===== config.mk =====
export PLATFORM = sky130hd
export DESIGN_NAME = clk_div_scheduler
export DESIGN_NICKNAME = d
export VERILOG_FILES = /design/src/rtl/clk_div_scheduler.sv
export SDC_FILE = /design/constraint.sdc
export NUM_CORES = 1
export LEC_CHECK = 0
export ABC_AREA = 1
export CAP_MARGIN = 20
export CORE_ASPECT_RATIO = 1.2
export CORE_MARGIN = 4
export CORE_UTILIZATION = 45
export DETAILED_ROUTE_END_ITERATION = 10
export DONT_BUFFER_PORTS = 1
export GPL_ROUTABILITY_DRIVEN = 0
export HOLD_SLACK_MARGIN = 0.08
export PLACE_DENSITY = 0.62
export SYNTH_ARGS = -nofsm -noshare
export SYNTH_HDL_FRONTEND = slang
export SYNTH_SLANG_ARGS = --single-unit

===== constraint.sdc =====
create_clock -name clk_i -period 1.35 [get_ports clk_i]
set_input_delay 0.135 -clock clk_i [delete_from_list [all_inputs] [get_ports clk_i]]
set_output_delay 0.135 -clock clk_i [all_outputs]
set_load 0.03 [all_outputs]

===== src/rtl/clk_div_scheduler.sv =====
// Power-of-two clock divider with a handshaked ratio-change request that is applied
// only at the counter wrap, so the divided output never glitches.
module clk_div_scheduler #(
   parameter int unsigned TCNT_W = 8
) (
   input  logic              clk_i,
   input  logic              rst_i,
   input  logic              en_i,
   input  logic              cfg_valid_i,
   input  logic [1:0]        cfg_sel_i,
   output logic              cfg_ready_o,
   output logic [1:0]        active_sel_o,
   output logic              div_out_o,
   output logic              tick_o,
   output logic              switch_done_o,
   output logic              busy_o,
   output logic [TCNT_W-1:0] tick_cnt_o
);

   typedef enum logic [1:0] {StIdle, StRun, StPend} state_e;

   state_e            state_q, state_d;
   logic [3:0]        cnt_q, cnt_d;
   logic [1:0]        active_sel_q, active_sel_d;
   logic [1:0]        pend_sel_q, pend_sel_d;
   logic [TCNT_W-1:0] tick_cnt_q, tick_cnt_d;
   logic              switch_done_q;
   logic              load;
   logic              accept;
   logic              cnt_wrap;
   logic              tick;
   logic [3:0]        tick_mask;

   assign cfg_ready_o = (state_q != StPend);
   assign busy_o      = (state_q == StPend);
   assign accept      = cfg_valid_i & cfg_ready_o;
   assign cnt_wrap    = (cnt_q == 4'hF);

   always_comb begin
      tick_mask = 4'h1;
      unique case (active_sel_q)
         2'd0: tick_mask = 4'h1;
         2'd1: tick_mask = 4'h3;
         2'd2: tick_mask = 4'h7;
         2'd3: tick_mask = 4'hF;
         default: tick_mask = 4'h1;
      endcase
   end

   assign tick = en_i & ((cnt_q & tick_mask) == tick_mask);

   always_comb begin
      state_d      = state_q;
      active_sel_d = active_sel_q;
      pend_sel_d   = pend_sel_q;
      load         = 1'b0;
      cnt_d        = en_i ? cnt_q + 4'd1 : 4'd0;
      tick_cnt_d   = (tick && (tick_cnt_q != '1)) ? tick_cnt_q + 1'b1 : tick_cnt_q;

      if (accept) begin
         pend_sel_d = cfg_sel_i;
      end

      unique case (state_q)
         StIdle: begin
            // cnt is 0 here, so an immediate load cannot glitch div_out
            if (accept) begin
               active_sel_d = cfg_sel_i;
               load         = 1'b1;
            end
            if (en_i) begin
               state_d = StRun;
            end
         end
         StRun: begin
            if (!en_i) begin
               state_d = StIdle;
               // counter is being cleared on this edge, so apply right away
               if (accept) begin
                  active_sel_d = cfg_sel_i;
                  load         = 1'b1;
               end
            end else if (accept) begin
               state_d = StPend;
            end
         end
         StPend: begin
            if (!en_i) begin
               active_sel_d = pend_sel_q;
               load         = 1'b1;
               state_d      = StIdle;
            end else if (cnt_wrap) begin
               active_sel_d = pend_sel_q;
               load         = 1'b1;
               state_d      = StRun;
            end
         end
         default: state_d = StIdle;
      endcase
   end

   always_ff @(posedge clk_i or posedge rst_i) begin
      if (rst_i) begin
         state_q       <= StIdle;
         cnt_q         <= 4'd0;
         active_sel_q  <= 2'd0;
         pend_sel_q    <= 2'd0;
         tick_cnt_q    <= '0;
         switch_done_q <= 1'b0;
      end else begin
         state_q       <= state_d;
         cnt_q         <= cnt_d;
         active_sel_q  <= active_sel_d;
         pend_sel_q    <= pend_sel_d;
         tick_cnt_q    <= tick_cnt_d;
         switch_done_q <= load;
      end
   end

   assign active_sel_o  = active_sel_q;
   assign div_out_o     = cnt_q[active_sel_q];
   assign tick_o        = tick;
   assign switch_done_o = switch_done_q;
   assign tick_cnt_o    = tick_cnt_q;

endmodule

==> flow_summary.ini <==
[timing]
period_share_pct = 112
finalHoldViolations = 0
maxSlewHeadroom_pct = 81.8
slew_viol_final = 0
whs_ps = 120
finalSetupViolCount = 2
fmax_ghz = 0.662
rsz0062_at_grt = yes
tightest_slew_ps = 273
worst_slack_ps = -160
fin_crit_ps = 1510
skew_ps = 2.91

[worst_hold_path]
hold_path_class = input pin to register
hold_start = cfg_valid_i
hold_end = switch_done_o
hold_path_depth = 2

[critical_path]
crit_start = active_sel_o[0]
worstSetupEndpointType = output port
crit_type = register to output port
rrSetupSlack_ps = 30
r2r.worst_path.cells = 7
reg2reg_from = active_sel_o[0]
critPathArrivalTime_ps = 1380
cp_max_fo = 5
cp.required_ps = 1220
setup.worst_path.start_class = register
r2r-end = tick_cnt_o[6]

[power_and_ir_drop]
pwr-share-seq_pct = 39.4
peakVddDrop_uv = 897
power_uw = 2130
power_density_nw_per_um2 = 1430
p_sw_uw = 898
clkPwrFrac_pct = 13.5
leakagePower_uw = 0.000770
p_int_uw = 1230
netSwitchingFraction_pct = 42.2
pwr-share-comb_pct = 47.0

[global_routing]
grt-ovfl-total = 0
grt_usage_pct = 17.5
grt_pass1_vias = 1052
grt_max_degree = 20
grt_pass1_wl_microns = 4420
antenna_found_initial = 0

[run]
cap_violations = 0

[synth]
syn_area_sq_um = 1100
synth-seq-cells = 19
synth_area_leaders = dfrtp_1, nand2_1, nand3_1, inv_1, xnor2_1
synthesis.nets = 149
synth_warnings = 0
yosysTopAreaCell = dfrtp_1
synth.avg_cell_area_sq_um = 7.79
yosysTopAreaCellShare_pct = 43.3
synth.distinct_cells = 24
syn-instance-count = 141
ys_seq_area_share_pct = 43.3

[run_status]
violations = negative setup slack
outcome = finished, violations left

[floorplan]
die_h_microns = 62.1
io_pins = 21
die_area_sq_um = 3300
start_util_pct = 47.6
dieWidth_microns = 53.1
coreArea_sq_um = 2310
rows = 19

[route]
drc = 0
drtIter0Drc = 27
wl_microns = 2500
vias = 1045
drt-wirelength-per-cell_microns = 12.1
drtAntennaViolNets = 0
dr.pass1.iters = 5
viasPerCell = 5.07

[finish]
layout.nets = 184
final_common_cell = nand2_1
fill_cells = 194
multi_input_area_sq_um = 626
seqCellArea_sq_um = 482
diodes = 0
final_cell_mix = nand2_1, buf_4, nand3_1, dfrtp_1, inv_1
area_growth_pct = 35.0
drive_above_1_share_pct = 32.0

[clock_network]
clk_latency_ps = 300
clock_path_buffers = 2
clock_sinks = 19
htreeDepth = 1
cts_inserted_buffers = 3
cts.clk_slew.worst_paths_ps = 100
clockRootBuffer = clkbuf_4
cts_tree = yes

[place]
io_buffers = 0
hpwl_microns = 1790
synthesized netlist by cell type (all sizes together):
master	n
nor2	11
a21oi	2
xor2	2
a31o	1
nand3b	1
ha	2
inv	15
mux2i	1
nand3	20
nand4	5
xnor2	3
clkinv	1
o21ai	4
nand2	53
dfrtp	19
nor3	1
routing by layer:
layer | up-vias | track usage (%) | share of wire, %
met3 | 9 | 4.55 | 4.6
met4 | 0 | 7.67 | 2.7
met1 | 493 | 19.9 | 39
met5 | - | 0 | 0
li1 | 522 | - | -
met2 | 21 | 29.7 | 54
registers in the layout, indices dropped and copies added (netlist names):
register / flops
switch_done_o: 1
tick_cnt_o: 8
cnt_q: 4
active_sel_o: 2
state_q: 2
pend_sel_q: 2
through the flow:
step	setup TNS [ps]	setup slack (ps)	std cells	cell area, sq um	util [%]
floorplan	0	20.7	141	1120	-
global placement	0	106	190	1300	56.3
detailed placement	0	85.9	190	1300	56.3
CTS	-245	-162	201	1420	61.6
global route	-540	-217	206	1480	64.3
finish	-261	-160	206	1480	64.3
repair_timing:
action                                  CTS  global route
resized for setup                        10             6
endpoints found under the hold margin    30             0
setup buffers                             2             5
hold buffers                              5             0
pin swaps                                 3             2
endpoints found under the setup margin    2            13
final cells by class:
cell class                 instances  area share (%)
inverter                          16            4.14
clock buffer                       4            1.77
tap                               31            2.62
timing repair buffer              30            16.8
sequential                        19            32.5
multi-input combinational        106            42.2
worst max-delay path, stage by stage (launching register included):
cell and delay [ps]:
dfrtp_2 480, buf_6 170, nand2_2 60, o21ai_2 50
mux2i_2 140, buf_4 180
power by group through the flow:
stage / clock [uW] / combinational, uW / sequential, uW
6_report: 288 / 1000 / 839
2_1_floorplan: 0 / 403 / 990
3_5_place_dp: 0 / 838 / 852
3_3_place_gp: 0 / 817 / 846
5_1_grt: 325 / 1090 / 854
4_1_cts: 299 / 905 / 847
kinds of logic (layout without fill, tap and decap cells):
family	after synthesis	count (layout)	synth area share, %
and+or+nand+nor	91	91	40.5
DFF	19	19	43.3
buffers and inverters	16	50	5.47
AOI/OAI and AO/OA	7	7	3.53
xor gates and xnor gates	5	5	3.99
adders and majority gates	2	2	2.28
muxes	1	1	0.911
worst max path at each step:
stage / end / slack (ps) / cells past startpoint
after floorplan: tick_cnt_o[6] / 20 / 6
after CTS: div_out_o / -160 / 5
after global placement: div_out_o / 110 / 5
after global routing: div_out_o / -220 / 5
final: div_out_o / -160 / 5
after detailed placement: tick_cnt_o[6] / 90 / 7
No activity file was read; power rests on OpenSTA's default activity.
